File: src/rtl/uart_tx_frame.sv
// uart_tx_frame
//   UART transmitter. Takes one word per valid/ready handshake and sends it as
//   a start bit, DATA_BITS data bits LSB first, an optional parity bit and
//   STOP_BITS stop bits. Every bit lasts CLKS_PER_BIT clocks.
//
// Parameters
//   CLKS_PER_BIT  clocks per serial bit (2..65535)
//   DATA_BITS     data bits per frame (5..9)
//   PARITY        0 = none, 1 = odd, 2 = even
//   STOP_BITS     1 or 2
//
// Ports
//   i_Clk        system clock, rising edge
//   i_Rst        synchronous reset, active high
//   i_TX_Valid   i_TX_Data holds a word to send
//   i_TX_Data    word to send, bit 0 first
//   o_TX_Ready   block accepts a word this cycle (idle and not in reset)
//   o_UART_TX    serial line, idles high, registered
//   o_TX_Active  high from the first start-bit cycle to the last stop-bit cycle
//   o_TX_Done    one-cycle pulse on the last clock of the final stop bit
//
// State table
//   state      | meaning
//   IDLE       | line high, ready for a word; accept latches data and parity
//   START      | line low for one bit time
//   DATA       | line = shreg[0]; shift right at each bit end
//   PARITY_BIT | line = latched parity bit (only when PARITY != 0)
//   STOP       | line high for STOP_BITS bit times; done on the last clock
module uart_tx_frame #(
  parameter int unsigned CLKS_PER_BIT = 217,
  parameter int unsigned DATA_BITS    = 8,
  parameter int unsigned PARITY       = 0,
  parameter int unsigned STOP_BITS    = 1
) (
  input  logic                 i_Clk,
  input  logic                 i_Rst,
  input  logic                 i_TX_Valid,
  input  logic [DATA_BITS-1:0] i_TX_Data,
  output logic                 o_TX_Ready,
  output logic                 o_UART_TX,
  output logic                 o_TX_Active,
  output logic                 o_TX_Done
);

  localparam int unsigned CNT_W = $clog2(CLKS_PER_BIT);
  localparam int unsigned BIT_W = $clog2(DATA_BITS);

  localparam logic [CNT_W-1:0] CNT_LAST    = CNT_W'(CLKS_PER_BIT - 1);
  localparam logic [CNT_W-1:0] CNT_PRELAST = CNT_W'(CLKS_PER_BIT - 2);
  localparam logic [BIT_W-1:0] BIT_LAST    = BIT_W'(DATA_BITS - 1);
  localparam logic             STOP_LAST   = 1'(STOP_BITS - 1);

  generate
    if (PARITY > 2) begin : g_bad_parity
      $error("uart_tx_frame: PARITY must be 0, 1 or 2");
    end
    if ((STOP_BITS != 1) && (STOP_BITS != 2)) begin : g_bad_stop
      $error("uart_tx_frame: STOP_BITS must be 1 or 2");
    end
    if ((DATA_BITS < 5) || (DATA_BITS > 9)) begin : g_bad_data
      $error("uart_tx_frame: DATA_BITS must be 5..9");
    end
    if ((CLKS_PER_BIT < 2) || (CLKS_PER_BIT > 65535)) begin : g_bad_cpb
      $error("uart_tx_frame: CLKS_PER_BIT must be 2..65535");
    end
  endgenerate

  typedef enum logic [2:0] {
    IDLE,
    START,
    DATA,
    PARITY_BIT,
    STOP
  } state_t;

  state_t               state;
  logic [CNT_W-1:0]     clk_cnt;
  logic [BIT_W-1:0]     bit_idx;
  logic                 stop_idx;
  logic [DATA_BITS-1:0] shreg;
  logic                 parity_bit;

  assign o_TX_Ready = (state == IDLE) && !i_Rst;

  // o_UART_TX is loaded with the value of the bit that the state is about to
  // enter, so the line always matches the current state with no extra lag.
  always_ff @(posedge i_Clk) begin
    if (i_Rst) begin
      state       <= IDLE;
      clk_cnt     <= '0;
      bit_idx     <= '0;
      stop_idx    <= 1'b0;
      shreg       <= '0;
      parity_bit  <= 1'b0;
      o_UART_TX   <= 1'b1;
      o_TX_Active <= 1'b0;
      o_TX_Done   <= 1'b0;
    end else begin
      o_TX_Done <= 1'b0;
      case (state)
        IDLE: begin
          o_UART_TX   <= 1'b1;
          o_TX_Active <= 1'b0;
          clk_cnt     <= '0;
          bit_idx     <= '0;
          stop_idx    <= 1'b0;
          if (i_TX_Valid) begin
            shreg       <= i_TX_Data;
            parity_bit  <= (PARITY == 1) ? ~^i_TX_Data : ^i_TX_Data;
            o_UART_TX   <= 1'b0;
            o_TX_Active <= 1'b1;
            state       <= START;
          end
        end

        START: begin
          if (clk_cnt == CNT_LAST) begin
            clk_cnt   <= '0;
            bit_idx   <= '0;
            o_UART_TX <= shreg[0];
            state     <= DATA;
          end else begin
            clk_cnt <= clk_cnt + CNT_W'(1);
          end
        end

        DATA: begin
          if (clk_cnt == CNT_LAST) begin
            clk_cnt <= '0;
            if (bit_idx == BIT_LAST) begin
              if (PARITY != 0) begin
                o_UART_TX <= parity_bit;
                state     <= PARITY_BIT;
              end else begin
                o_UART_TX <= 1'b1;
                stop_idx  <= 1'b0;
                state     <= STOP;
              end
            end else begin
              bit_idx   <= bit_idx + BIT_W'(1);
              shreg     <= shreg >> 1;
              o_UART_TX <= shreg[1];
            end
          end else begin
            clk_cnt <= clk_cnt + CNT_W'(1);
          end
        end

        PARITY_BIT: begin
          if (clk_cnt == CNT_LAST) begin
            clk_cnt   <= '0;
            stop_idx  <= 1'b0;
            o_UART_TX <= 1'b1;
            state     <= STOP;
          end else begin
            clk_cnt <= clk_cnt + CNT_W'(1);
          end
        end

        STOP: begin
          o_UART_TX <= 1'b1;
          // Done is registered, so it is raised one clock early to land on
          // the final stop-bit clock.
          o_TX_Done <= (clk_cnt == CNT_PRELAST) && (stop_idx == STOP_LAST);
          if (clk_cnt == CNT_LAST) begin
            clk_cnt <= '0;
            if (stop_idx == STOP_LAST) begin
              o_TX_Active <= 1'b0;
              state       <= IDLE;
            end else begin
              stop_idx <= 1'b1;
            end
          end else begin
            clk_cnt <= clk_cnt + CNT_W'(1);
          end
        end

        default: begin
          o_UART_TX   <= 1'b1;
          o_TX_Active <= 1'b0;
          state       <= IDLE;
        end
      endcase
    end
  end

endmodule

File: config.mk
export PLATFORM = sky130hd
export DESIGN_NAME = uart_tx_frame
export DESIGN_NICKNAME = d
export VERILOG_FILES = /design/src/rtl/uart_tx_frame.sv
export SDC_FILE = /design/constraint.sdc
export NUM_CORES = 1
export LEC_CHECK = 0
export ABC_AREA = 0
export CORE_MARGIN = 10
export CORE_UTILIZATION = 55
export CTS_CLUSTER_DIAMETER = 80
export DETAILED_ROUTE_END_ITERATION = 7
export GPL_TIMING_DRIVEN = 0
export MAX_ROUTING_LAYER = met4
export PLACE_DENSITY = 0.78
export SLEW_MARGIN = 5
export SYNTH_ARGS = -nofsm -noshare
export SYNTH_HDL_FRONTEND = slang
export SYNTH_SLANG_ARGS = --single-unit
export TNS_END_PERCENT = 10
File: constraint.sdc
create_clock -name i_Clk -period 2.15 [get_ports i_Clk]
set_input_delay 0.43 -clock i_Clk [delete_from_list [all_inputs] [get_ports i_Clk]]
set_output_delay 0.43 -clock i_Clk [all_outputs]
set_load 0.005 [all_outputs]
### Word level (Yosys, flattened, before mapping)

Index checks and enable logic that the tools add are counted.
W data, S select, Z words.

| word-level totals | value |
|---|---|
| bits in registers | 26 |
| logic and storage cells | 79 |
| bits of input ports | 11 |
| output and inout port bits | 4 |

| cells by class | value |
|---|---|
| $add $sub $neg | 2 |
| muxes and demuxes | 34 |
| equality and inequality tests | 15 |
| reduce and logical (&&, ||, !) cells | 17 |
| bitwise operators | 3 |

Operators by type and width:

| kind | count |
|---|---|
| $mux W8 | 4 |
| $pmux W8 S2 | 2 |
| $mux W3 | 10 |
| $eq A8 B8 Y1 const B | 2 |
| $ne A2 B2 Y1 const B | 8 |
| $pmux W3 S5 | 1 |
| $mux W1 | 13 |
| $pmux W3 S3 | 1 |
| $add A8 B1 Y8 const B | 1 |
| $pmux W1 S4 | 2 |
| $reduce_and A4 Y1 | 2 |
| $reduce_and A7 Y1 | 1 |
| $eq A3 B2 Y1 const B | 2 |
| $eq A3 B3 Y1 const B | 2 |
| $reduce_and A3 Y1 | 2 |
| $reduce_and A5 Y1 | 1 |
| $reduce_bool A2 Y1 | 2 |
| $reduce_bool A4 Y1 | 1 |
| $reduce_or A4 Y1 | 1 |
| $add A3 B1 Y3 const B | 1 |
| $eq A3 B1 Y1 const B | 1 |
| $logic_not A3 Y1 | 1 |
| $not A1 Y1 | 3 |
| $pmux W1 S3 | 1 |
| 5 further kinds | 6 |

### Depth between registers and ports, before layout

Gate-level depths: netlist of the first run.

| depth | value |
|---|---|
| depth after elaboration | 4 |
| gate-level depth with buffers | 7 |
| depth with buffers taken out | 6 |

### Least setup slack after synthesis of the first run

Ideal clock, no wire load.

| path | value |
|---|---|
| path kind | register to register |
| start | register bit_idx[0] |
| end | register shreg[0] |
| required time | 2.071 ns |
| stages on the path, launching flop included | 8 |
| data arrival time | 1.839 ns |
| slack | 0.231 ns |
| setup time | 0.079 ns |
| clock period less this slack | 1.919 ns |
| path buffers | 1 |
| path through | dfxtp_1 -> ha_1 -> ha_1 -> or4b_4 -> o31ai_4 -> buf_6 -> nor2_1 -> a211oi_2 |

| between the ends | value |
|---|---|
| longest elaborated chain between the ends | 3 |

RTL lines:

| what | RTL line | text |
|---|---|---|
| start: declaration | 78 | `logic [BIT_W-1:0] bit_idx;` |
| start signal: assignment | 140 | `bit_idx <= bit_idx + BIT_W'(1);` |
| $eq A3 B3 Y1 | 130 | `if (bit_idx == BIT_LAST) begin` |
| $ne A2 B2 Y1 (no source line) | - |  |
| $reduce_and A4 Y1 (no source line) | - |  |
| end signal: assignment | 108 | `shreg <= i_TX_Data;` |
| end signal: assignment | 141 | `shreg <= shreg >> 1;` |
| end: declaration | 80 | `logic [DATA_BITS-1:0] shreg;` |

Every way passes these cells.
A chain may end at the register's enable or synchronous reset.

### Worst setup path after layout of the first run

| path | value |
|---|---|
| start | register bit_idx[1] |
| end | register shreg[3] |

Same word-level chain as after synthesis.

==> results.json, run 1 <==
{
  "async_flop_share_pct": 0,
  "wl_per_cell_um": 15.7,
  "dieHeight_um": 70.4,
  "area_growth_pct": 17.2,
  "cp.required_ns": 2.34,
  "fin_nets": 200,
  "fp.dieW_um": 70.4,
  "wl_um": 3370,
  "start_kind": "flip-flop",
  "cts.path.max_buffers": 2,
  "start_util_pct": 56.9,
  "synth_area_sq_um": 1400,
  "num_rows": 18,
  "fmax_ghz": 0.482,
  "overflow": 0,
  "ys_seq_elements": 25,
  "ys.flop_type": "dfxtp_1",
  "antenna_found_initial": 0,
  "drtIter0Drc": 66,
  "finalHoldViolCount": 0,
  "critical_path.max_stage_delay_ns": 0.51,
  "synth_enable_flop_cells": 0,
  "clock_skew_ns": 0.0109,
  "via_count": 1277,
  "tritoncts": "built",
  "grt_pass1_wl_um": 5200,
  "drtAntennaViolNets": 0,
  "synth_area_per_cell_sq_um": 8.46,
  "hpwl_um": 2460,
  "status": "finished, final reports clean",
  "clk_latency_ns": 0.31,
  "grt_pass1_vias": 1154,
  "first_pass_iters": 6,
  "dp_cells": 209,
  "maxCapViolations": 0,
  "fin_crit_ns": 2.07,
  "crit_arrival_ns": 2.26,
  "worst_hold_slack_ns": 0.458,
  "cp_top_family": "simple AND/OR/NAND/NOR gates",
  "cts_hold_buf": 0,
  "leakagePower_nw": 0.547,
  "vias_per_cell": 5.97,
  "r2r_slack_ns": 0.08,
  "num_io_pins": 15,
  "yosysWarningCount": 0,
  "cts-root-buf": "clkbuf_4",
  "clock_sink_count": 25,
  "cts_buffers": 3,
  "clkSlewWorstSetupHoldPaths_ns": 0.14,
  "h-tree-depth": 1,
  "crit_path_top_delay_cell": "or4b_4",
  "final_util_pct": 66.7,
  "coreArea_sq_um": 2450,
  "p_total_w": 0.000836,
  "portBuffers": 14,
  "gp_congestion": 0.870,
  "worst_slew_pin_slew_ns": 0.626,
  "synth.distinct_cells": 43,
  "critPathMaxFanout": 6,
  "fin_cells": 214,
  "irDropWorstVdd_mv": 0.389,
  "hp-class": "flip-flop to flip-flop",
  "path_cells": "ha_2, ha_4, or4b_4, o31ai_4, buf_6, buf_4, a211oi_1",
  "syn-num-nets": 180,
  "end_kind": "flip-flop",
  "synthCells": 165,
  "worst-setup-path-type": "flip-flop to flip-flop",
  "setup_violations": 0,
  "fin_tns_setup_ns": 0,
  "insertedDiodeCount": 0,
  "slew_headroom_pct": 58.0,
  "final-max-slew-violation-count": 0,
  "dieArea_sq_um": 4950,
  "power.density_nw_per_um2": 511,
  "path_buf_inv": 2,
  "drc": 0,
  "grtUsageTotal_pct": 12.7,
  "synth_sequential_area_ratio_pct": 35.8,
  "grt_max_degree": 14,
  "drive_above_1_share_pct": 13.0,
  "rsz0062_at_grt": "false",
  "fin_crit_sh_pct": 96.5
}
-- state kept, by name (all words and copies together), names as in the netlist --
name and cells:
o_UART_TX 1, clk_cnt 8, state 3, bit_idx 3
o_TX_Active 1, shreg 8, o_TX_Done 1
-- path summary, 6_finish.rpt --
path | start | to | cells past startpoint
setup / recovery | bit_idx[1] | shreg[3] | 7
hold / removal | bit_idx[0] | bit_idx[0] | 1
setup reg to reg | bit_idx[1] | shreg[3] | 7
hold reg to reg | bit_idx[0] | bit_idx[0] | 1
-- power breakdown --
part	internal [W]	switching (W)
logic	0.0000677	0.0000658
clock network	0.0000724	0.000133
registers	0.000483	0.0000134
total	0.000623	0.000213
-- logic make-up after synthesis --
kind of cell               count (synthesis)  share of synthesized area [%]
AOI/OAI and AO/OA                         44                           23.4
adders and majority gates                  4                           3.58
buffers and inverters                     16                           5.29
DFF                                       25                           35.8
muxes                                      8                           5.82
and+or+nand+nor                           68                           26.1
-- metrics by stage --
step                      cell area (sq um)  setup slack (ns)
after global routing                   1640            0.0191
after detailed placement               1570            -0.600
final                                  1640            0.0756
after global placement                 1570            -0.582
after floorplan                        1400             0.231
after CTS                              1600            0.0435
-- cell type report --
class                      count  area [sq um]
tap                           30          37.5
timing repair buffer          17           160
fill                         217           818
clock buffer                   4          26.3
sequential                    25           502
multi-input combinational    124           840
buffer                        11          60.1
inverter                       3          11.3
-- Yosys cell counts (all sizes together) (2+ instances only) --
library cell / n / share of area [%]
a311oi: 3 / 1.9
or4b: 2 / 1.7
a21oi: 11 / 3.9
nor3: 6 / 2.2
o221ai: 3 / 1.9
nand2: 13 / 3.5
clkbuf: 9 / 2.5
nand2b: 4 / 1.8
a211oi: 10 / 6.5
nor4: 2 / 0.90
o21a: 2 / 1.1
buf: 4 / 2.0
and3b: 2 / 1.3
o211ai: 2 / 1.1
o22ai: 2 / 0.90
mux2i: 7 / 5.0
o31ai: 2 / 2.1
dfxtp: 25 / 36
nor3b: 4 / 2.2
inv: 3 / 0.81
nand3: 9 / 3.2
nor2: 17 / 4.6
nand3b: 3 / 1.6
o21ai: 5 / 1.8
ha: 4 / 3.6
-- cells in the final DEF (no fill, tap or decap), types with 5 or more instances in the layout --
| cell type | Yosys | layout |
|---|---|---|
| o21ai_0 | 5 | 5 |
| clkdlybuf4s50_1 | 0 | 12 |
| mux2i_1 | 7 | 7 |
| nor3_1 | 6 | 6 |
| nor2_1 | 17 | 17 |
| nand3_1 | 9 | 9 |
| dfxtp_1 | 25 | 24 |
| a21oi_1 | 11 | 11 |
| a211oi_1 | 7 | 7 |
| nand2_1 | 13 | 13 |
-- timing repair --
item	4_1_cts	5_1_grt
gates resized for setup	7	6
buffers inserted	0	3
pin swaps	0	1
endpoints found under the setup margin	1	3
-- routing by layer --
metal  up-vias  GRT usage (%)  routed length [um]
met1       592           16.7                1680
met3         6           2.12                 108
li1        652              -                   -
met5         -              -                   0
met2        27           18.6                1530
met4         0           5.04                  49
Note: power is estimated with default switching activity, not from simulation.
==> inputs of run 2 (changes only) <==
--- a/config.mk
+++ b/config.mk
@@ -12,7 +12,7 @@
 export DETAILED_ROUTE_END_ITERATION = 7
 export GPL_TIMING_DRIVEN = 0
 export MAX_ROUTING_LAYER = met4
-export PLACE_DENSITY = 0.78
+export PLACE_DENSITY_LB_ADDON = 0.2
 export SLEW_MARGIN = 5
 export SYNTH_ARGS = -nofsm -noshare
 export SYNTH_HDL_FRONTEND = slang
==> run 2 against run 1 <==
Effect of this change:
- die area stayed put
- critical path depth is the same
- non-clock buffer count grew 1
- global-route usage rose by 0.36 points
- clock skew shrank 0.0048 ns
- power grew 1.8%
- largest power group unchanged
- sequential power hardly changed
- fmax shrank 0.47%
==> results.json, run 2 (synthesis gave the netlist of run 1 again) <==
{
  "clock_sink_count": 25,
  "wl_per_cell_um": 15.4,
  "status": "finished, final reports clean",
  "antenna_found_initial": 0,
  "dieArea_sq_um": 4950,
  "place_ws_ns": -0.635,
  "fin_nets": 201,
  "drive_above_1_share_pct": 15.1,
  "crit_path_top_delay_cell": "or4b_4",
  "setup_ws_ns": 0.0658,
  "drtAntennaViolNets": 0,
  "reg_top3": "clk_cnt: 8 flops, shreg: 8 flops",
  "p_total_w": 0.000851,
  "drc": 0,
  "final_common_cell": "dfxtp_1",
  "hpwl_um": 2420,
  "final_util_pct": 67.1,
  "vias_per_cell": 6.03,
  "worst-setup-path-type": "flip-flop to flip-flop",
  "grt_pass1_vias": 1203,
  "num_io_pins": 15,
  "clkPwrFrac_pct": 25.1,
  "cp.required_ns": 2.35,
  "dp_cells": 209,
  "comb_power_share_pct": 16.8,
  "finalHoldViolCount": 0,
  "critical_path.max_stage_delay_ns": 0.51,
  "leakagePower_nw": 0.560,
  "maxCapViolations": 0,
  "start_util_pct": 56.9,
  "area_growth_pct": 18.0,
  "sw_frac_of_total_pct": 26.7,
  "grt_max_degree": 15,
  "wl_um": 3310,
  "portBuffers": 14,
  "clk_latency_ns": 0.32,
  "fin_crit_ns": 2.08,
  "power.density_nw_per_um2": 516,
  "fin_cells": 215,
  "grtUsageTotal_pct": 13.0,
  "worst_slew_pin_slew_ns": 0.604,
  "cts.path.max_buffers": 2,
  "gp_congestion": 0.895,
  "grt_pass1_wl_um": 5460,
  "p_seq_share_pct": 58.1,
  "insertedDiodeCount": 0,
  "end_kind": "flip-flop",
  "critPathMaxFanout": 6,
  "cts_buffers": 3,
  "via_count": 1297,
  "slew_headroom_pct": 59.4,
  "dieHeight_um": 70.4,
  "num_rows": 18,
  "final-max-slew-violation-count": 0,
  "clock_skew_ns": 0.00607,
  "coreArea_sq_um": 2450,
  "p_int_w": 0.000624,
  "cts_hold_buf": 0,
  "drtIter0Drc": 105,
  "p_switching_w": 0.000227,
  "setup_violations": 0,
  "fmax_ghz": 0.480,
  "fp.dieW_um": 70.4,
  "fin_crit_sh_pct": 96.9,
  "overflow": 0,
  "clkSlewWorstSetupHoldPaths_ns": 0.14,
  "irDropWorstVdd_mv": 0.453,
  "hp-class": "flip-flop to flip-flop",
  "path_cells": "ha_1, ha_2, or4b_4, o31ai_4, buf_6, buf_4, a211oi_1",
  "start_kind": "flip-flop",
  "h-tree-depth": 1,
  "first_pass_iters": 4,
  "tritoncts": "built",
  "cts-root-buf": "clkbuf_4",
  "crit_arrival_ns": 2.28,
  "final_cell_mix": "24 x dfxtp_1, 17 x nor2_1, 13 x nand2_1"
}
## run 2: cell types whose count changed in the layout (fill, tap and decap cells not counted), sizes merged
| cell | delta |
|---|---|
| buf | +1 |
| clkinv | +1 |
| clkbuf | -1 |
## run 2: layout make-up
type	count	area, sq um
timing repair buffer	18	168
sequential	25	502
fill	205	807
inverter	3	11.3
multi-input combinational	124	842
buffer	11	60.1
tap	30	37.5
clock buffer	3	22.5
clock inverter	1	5.00
## run 2: worst max-delay path: cells and delay by family (launching register included)
| kind | cells | cell delay [ns] |
|---|---|---|
| buf+inv | 2 | 0.32 |
| fa+ha+maj | 2 | 0.39 |
| flops | 1 | 0.36 |
| compound gates | 2 | 0.38 |
| simple gates | 1 | 0.51 |
## run 2: repair_timing
action                                  in CTS  in global routing
buffers inserted                             0                  4
resized for setup                            7                  7
endpoints found under the setup margin       1                  4
cloned                                       0                  0
pin swaps                                    0                  1
## run 2: power by group through the flow
stage / Combinational (W) / Clock (W) / Sequential (W)
floorplan: 0.0000802 / 0 / 0.000502
global placement: 0.000125 / 0 / 0.000504
detailed placement: 0.000129 / 0 / 0.000505
CTS: 0.000128 / 0.000216 / 0.000494
global route: 0.000158 / 0.000237 / 0.000497
finish: 0.000143 / 0.000213 / 0.000495
## run 2: metal layers
layer | wire, um | track usage, %
met1 | 1640 | 17.5
met2 | 1490 | 18.5
met3 | 140 | 2.40
met4 | 41 | 5.48
met5 | 0 | -
## run 2: stage by stage
| step | hold WS (ns) | area, sq um | TNS, ns |
|---|---|---|---|
| after floorplan | 0.444 | 1400 | 0 |
| after global placement | 0.468 | 1570 | -0.604 |
| after detailed placement | 0.467 | 1570 | -0.635 |
| after CTS | 0.487 | 1600 | 0 |
| after global routing | 0.460 | 1650 | -0.0167 |
| final | 0.455 | 1650 | 0 |
## run 2: worst paths after layout
check        cells after the start  slack (ns)        from    endpoint
max                              7        0.07  bit_idx[0]    shreg[4]
min                              1        0.45  bit_idx[0]  bit_idx[0]
max reg2reg                      7        0.07  bit_idx[0]    shreg[4]
min reg2reg                      1        0.45  bit_idx[0]  bit_idx[0]
==> patch 1, RTL diff (config.mk and constraints of run 1) <==
`CLKS_PER_BIT`: 217 -> 434.
--- a/src/rtl/uart_tx_frame.sv
+++ b/src/rtl/uart_tx_frame.sv
@@ -27,7 +27,7 @@
 //   PARITY_BIT | line = latched parity bit (only when PARITY != 0)
 //   STOP       | line high for STOP_BITS bit times; done on the last clock
 module uart_tx_frame #(
-  parameter int unsigned CLKS_PER_BIT = 217,
+  parameter int unsigned CLKS_PER_BIT = 434,
   parameter int unsigned DATA_BITS    = 8,
   parameter int unsigned PARITY       = 0,
   parameter int unsigned STOP_BITS    = 1
Formal check against the unedited RTL: no difference found for any inputs over 10 cycles, from zero or initial values and one cycle with i_Rst high; that may be too few to reach the edited logic, so the function may still have changed.
==> patch 1 against run 1 <==
  * Cell area barely moved
  * Critical path depth down 4
  * Hold slack improved by 0.029 ns
  * Sequential cell count grew 1
  * Fmax up 6.1%
  * Synthesized area increased by 2.2%
  * Worst setup slack better by 0.12 ns
  * Routed wire length shrank 9.4%
  * Power increased by 2.2%
  * Count of clock-buffer cells in the layout shrank 1
==> patch 1: results (changes against run 1) <==
metric	value	unit	change
status	completed		unchanged
area share of xor/xnor cells in the synthesized design	1.84	%	was 0%
Post-Route WL	3.05	mm	was 3.37 mm
share of post-route cells with drive strength above 1	11.6	%	was 13.0%
post-synthesis compound-gate area fraction	23.1	%	was 23.4%
first-pass GRT wire length	5.34	mm	was 5.20 mm
Post-Synth Adder-Cell Area	4.38	%	was 3.58%
WHS Path Cells	2		was 1
final instance area	1640	µm²	about the same
Synth cell types	47		was 43
Mapped Cells	159		was 165
Worst-Skew Late Latency	0.32	ns	
worst setup path endpoint	o_TX_Ready		was shreg[3]$_SDFFE_PP0P_
leakage	0.561	nW	was 0.547 nW
critical path startpoint	state[2]$_SDFFE_PP0P_		was bit_idx[1]$_SDFFE_PP0P_
Slew HR	51.5	%	was 58.0%
VDD IR max	0.461	mV	was 0.389 mV
setup slack, reg-to-reg	0.20	ns	was 0.08 ns
ranking of synthesized cells by area	dfxtp_1, mux2i_1, ha_1		was dfxtp_1, mux2i_1, nor2_1
reg-to-reg startpoint	bit_idx[0]$_SDFFE_PP0P_		was bit_idx[1]$_SDFFE_PP0P_
Final period util	90.9	%	was 96.5%
R2R depth	7		unchanged
post-synthesis mux area share	6.40	%	was 5.82%
clk root buf	clkbuf_4		unchanged
routed vias	1251		was 1277
crit path max fanout	10		was 6
skew final	0.00156	ns	was 0.0109 ns
slowest CP cell	clkbuf_1		was or4b_4
drt wl/cell	15.0	µm	was 15.7 µm
biggest regs	clk_cnt: 9 flops, shreg: 8 flops		was clk_cnt: 8 flops, shreg: 8 flops
Syn. warnings	0		unchanged
Clock Tree Buf Depth	2		unchanged
top post-synthesis cells by count	dfxtp_1, nand2_1, nand3_1, a21oi_1, mux2i_1		was dfxtp_1, nor2_1, nand2_1, a21oi_1, nand3_1
Worst R2R End	shreg[1]$_SDFFE_PP0P_		was shreg[3]$_SDFFE_PP0P_
pre-CTS setup slack	-0.578	ns	was -0.600 ns
Detailed Place HPWL	2.39	mm	was 2.46 mm
Largest stage delay, worst path	0.42	ns	was 0.51 ns
Fill cells	221		was 217
Placed Area	1610	µm²	was 1570 µm²
Seq/Total Area, Yosys	36.5	%	was 35.8%
Largest delay share family, worst path	buffers and inverters		was simple AND/OR/NAND/NOR gates
Final #Nets	191		was 200
router iterations before antenna repair	4		was 6
vias in the first global route	1215		was 1154
Tot GR Track Use	12.6	%	was 12.7%
WP data arrival	1.52	ns	was 2.26 ns
DRT iter0 DRCs	84		was 66
syn_nets	175		was 180
GP Congestion	0.904		was 0.870
Antenna Nets Post-Route	0		unchanged
switching power	0.219	mW	was 0.213 mW
placed cell count	203		was 209
-- patch 1: routing by layer --
metal	routed length [µm]	track usage [%]	share of wire, %	up-vias
li1	-	-	-	629
met1	1360	13.9	44	601
met2	1590	22.2	52	17
met3	64	1.67	2.1	4
met4	45	5.38	1.5	0
met5	0	-	0	-
-- patch 1: final cells by class --
| type | count | share of cell area, % |
|---|---|---|
| Sequential cell | 26 | 31.9 |
| Buffer | 5 | 2.52 |
| Tap cell | 30 | 2.30 |
| Timing Repair Buffer | 14 | 8.42 |
| Multi-Input combinational cell | 119 | 52.1 |
| Inverter | 6 | 1.38 |
| Clock buffer | 3 | 1.38 |
-- patch 1: worst min-delay path by stage --
stage	start	end	slack, ns
4_1_cts	o_TX_Active$_SDFFE_PP0P_	o_TX_Active$_SDFFE_PP0P_	0.49
6_report	o_TX_Active$_SDFFE_PP0P_	o_TX_Active$_SDFFE_PP0P_	0.49
3_5_place_dp	o_TX_Active$_SDFFE_PP0P_	o_TX_Active$_SDFFE_PP0P_	0.47
5_1_grt	bit_idx[1]$_SDFFE_PP0P_	bit_idx[1]$_SDFFE_PP0P_	0.52
3_3_place_gp	bit_idx[1]$_SDFFE_PP0P_	bit_idx[1]$_SDFFE_PP0P_	0.46
2_1_floorplan	bit_idx[1]$_SDFFE_PP0P_	bit_idx[1]$_SDFFE_PP0P_	0.45
-- patch 1: power by group through the flow --
| stage | Clock [mW] | Sequential (mW) | Combinational (mW) |
|---|---|---|---|
| 2_1_floorplan | 0 | 0.528 | 0.0791 |
| 6_report | 0.207 | 0.525 | 0.121 |
| 3_3_place_gp | 0 | 0.530 | 0.121 |
| 4_1_cts | 0.206 | 0.524 | 0.120 |
| 5_1_grt | 0.226 | 0.529 | 0.135 |
| 3_5_place_dp | 0 | 0.531 | 0.124 |
==> patch 2, RTL diff (config.mk and constraints of run 1) <==
Made on the original files. The 5 states of `state_t` get a one-hot encoding in 5 bits.
--- a/src/rtl/uart_tx_frame.sv
+++ b/src/rtl/uart_tx_frame.sv
@@ -65,12 +65,12 @@
     end
   endgenerate
 
-  typedef enum logic [2:0] {
-    IDLE,
-    START,
-    DATA,
-    PARITY_BIT,
-    STOP
+  typedef enum logic [4:0] {
+    IDLE       = 5'b00001,
+    START      = 5'b00010,
+    DATA       = 5'b00100,
+    PARITY_BIT = 5'b01000,
+    STOP       = 5'b10000
   } state_t;
 
   state_t               state;
Check against the original RTL: same outputs for any inputs over 10 cycles, from zero or initial values and one cycle with i_Rst high; not proved beyond that.
==> patch 2 against run 1 <==
  * The run now ends with setup timing left
  * Utilization is 3.1 points higher
  * Power grew 15%
  * Routed wire length increased by 14%
  * Synthesized cell count grew 7.3%
  * Hold slack improved by 0.049 ns
  * Fmax shrank 3.8%
  * Via count increased by 17%
  * Global-route usage grew 2.7 points
  * Cell area is 8.5% higher
  * Worst setup slack worse by 0.083 ns
  * Synthesized area grew 7.9%
  * Non-clock buffer count is 2 higher
  * Sequential cell count rose by 1
  * Sequential share of layout area is 1.1 points lower
  * Critical endpoint is now o_TX_Ready
  * Largest power group unchanged
==> patch 2: results (changes against run 1) <==
metric	value	unit	change
status	finished, violations left		was completed
violated checks	setup timing		
biggest regs	clk_cnt: 8 flops, shreg: 8 flops, state: 4 flops		was clk_cnt: 8 flops, shreg: 8 flops
DRT iter0 DRCs	148		was 66
Syn Area/Cell	8.51	µm²	was 8.46 µm²
Setup-failing EPs final	1		was 0
reg-to-reg startpoint	state[1]$_SDFFE_PP0P_		was bit_idx[1]$_SDFFE_PP0P_
H-Tree Depth	1		unchanged
Largest delay share family, worst path	buffers and inverters		was simple AND/OR/NAND/NOR gates
syn_nets	192		was 180
GP Congestion	0.894		was 0.870
Tot GR Track Use	15.3	%	was 12.7%
vias in the first global route	1406		was 1154
top post-synthesis cells by count	nand2_1, dfxtp_1, clkbuf_1, a41o_1		was dfxtp_1, nor2_1, nand2_1, a21oi_1, nand3_1
Post-Synth Adder-Cell Area	3.32	%	was 3.58%
via/cell ratio	6.66		was 5.97
internal power	0.686	mW	was 0.623 mW
Seq/Total Area, Yosys	34.6	%	was 35.8%
setup slack, reg-to-reg	0.02	ns	was 0.08 ns
CTS Buf Count	3		unchanged
crit path max fanout	10		was 6
clock slew at reported path FFs	0.12	ns	was 0.14 ns
placed cell count	221		was 209
ranking of synthesized cells by area	dfxtp_1, nand2_1, a41o_1		was dfxtp_1, mux2i_1, nor2_1
Final #Nets	212		was 200
critical path startpoint	i_Rst		was bit_idx[1]$_SDFFE_PP0P_
top-area cell type share of the netlist area	34.6	%	was 35.8%
slowest CP cell	clkdlybuf4s50_1		was or4b_4
Buffers on Ports	14		unchanged
leakage	0.681	nW	was 0.547 nW
area share of xor/xnor cells in the synthesized design	2.91	%	was 0%
Sum Neg Setup Slack	-0.00736	ns	was 0 ns
setup ws final	-0.00736	ns	was 0.0756 ns
Clk network pwr share	20.8	%	was 24.6%
Worst Tran Pin Value	0.997	ns	was 0.626 ns
Syn. warnings	0		unchanged
post-synthesis mux area share	2.08	%	was 5.82%
skew final	0.0141	ns	was 0.0109 ns
first-pass GRT wire length	6.60	mm	was 5.20 mm
post-synthesis async set-or-reset flop share	0	%	unchanged
HP Start	clk_cnt[7]$_SDFFE_PP0P_		was bit_idx[0]$_SDFFE_PP0P_
drt wl/cell	17.0	µm	was 15.7 µm
share of post-route cells with drive strength above 1	15.9	%	was 13.0%
Post-Route WL	3.82	mm	was 3.37 mm
part of the power in registers	54.5	%	was 59.4%
Detailed Place HPWL	2.84	mm	was 2.46 mm
router iterations before antenna repair	4		was 6
WP data arrival	1.73	ns	was 2.26 ns
post-synthesis compound-gate area fraction	26.0	%	was 23.4%
Largest stage delay, worst path	0.54	ns	was 0.51 ns
Hold Slack	0.508	ns	was 0.458 ns
Fill cells	224		was 217
VDD IR max	0.409	mV	was 0.389 mV
==> patch 2: cell type report <==
class                      count  share of cell area [%]
inverter                       7                    1.48
clock buffer                   3                    1.27
tap                           30                    2.11
timing repair buffer          17                    9.09
sequential                    26                    29.5
multi-input combinational    129                    51.1
buffer                        13                    5.43
==> patch 2: final timing paths <==
path                                                 to  cells after the start
worst max-delay path                         o_TX_Ready                      5
worst min-delay path            clk_cnt[7]$_SDFFE_PP0P_                      2
worst max register to register    shreg[1]$_SDFFE_PP0P_                      6
worst min register to register  clk_cnt[7]$_SDFFE_PP0P_                      2
==> patch 2: timing repair <==
item,in CTS,in global routing
hold endpoints to repair,0,0
pin swaps,1,3
endpoints found under the setup margin,11,16
gates resized for setup,19,9
setup buffers,0,3
==> patch 2: layer usage <==
metal	global-route usage, %	vias up	share of wire, %	wire length (µm)
li1	-	714	-	-
met1	19.8	722	43	1640
met2	23.0	50	48	1830
met3	2.31	12	6.5	247
met4	6.67	0	2.6	99
met5	-	-	0	0
==> patch 2: cells by family (layout without fill, tap and decap cells) <==
logic type | Yosys count | count (layout)
AOI/OAI and AO/OA | 50 | 50
xor gates and xnor gates | 5 | 5
adders and majority gates | 4 | 4
buffers and inverters | 22 | 40
DFF | 26 | 26
muxes | 3 | 3
and+or+nand+nor | 67 | 67
==> patch 2: stage by stage <==
stage,power [mW],setup WS [ns],instance area [µm²],utilization [%]
6_report,0.962,-0.00736,1780,69.8
3_5_place_dp,0.748,-0.641,1680,66.2
2_1_floorplan,0.671,0.0273,1510,-
3_3_place_gp,0.744,-0.637,1680,66.2
4_1_cts,0.964,-0.0766,1760,69.1
5_1_grt,1.02,-0.0783,1780,69.8
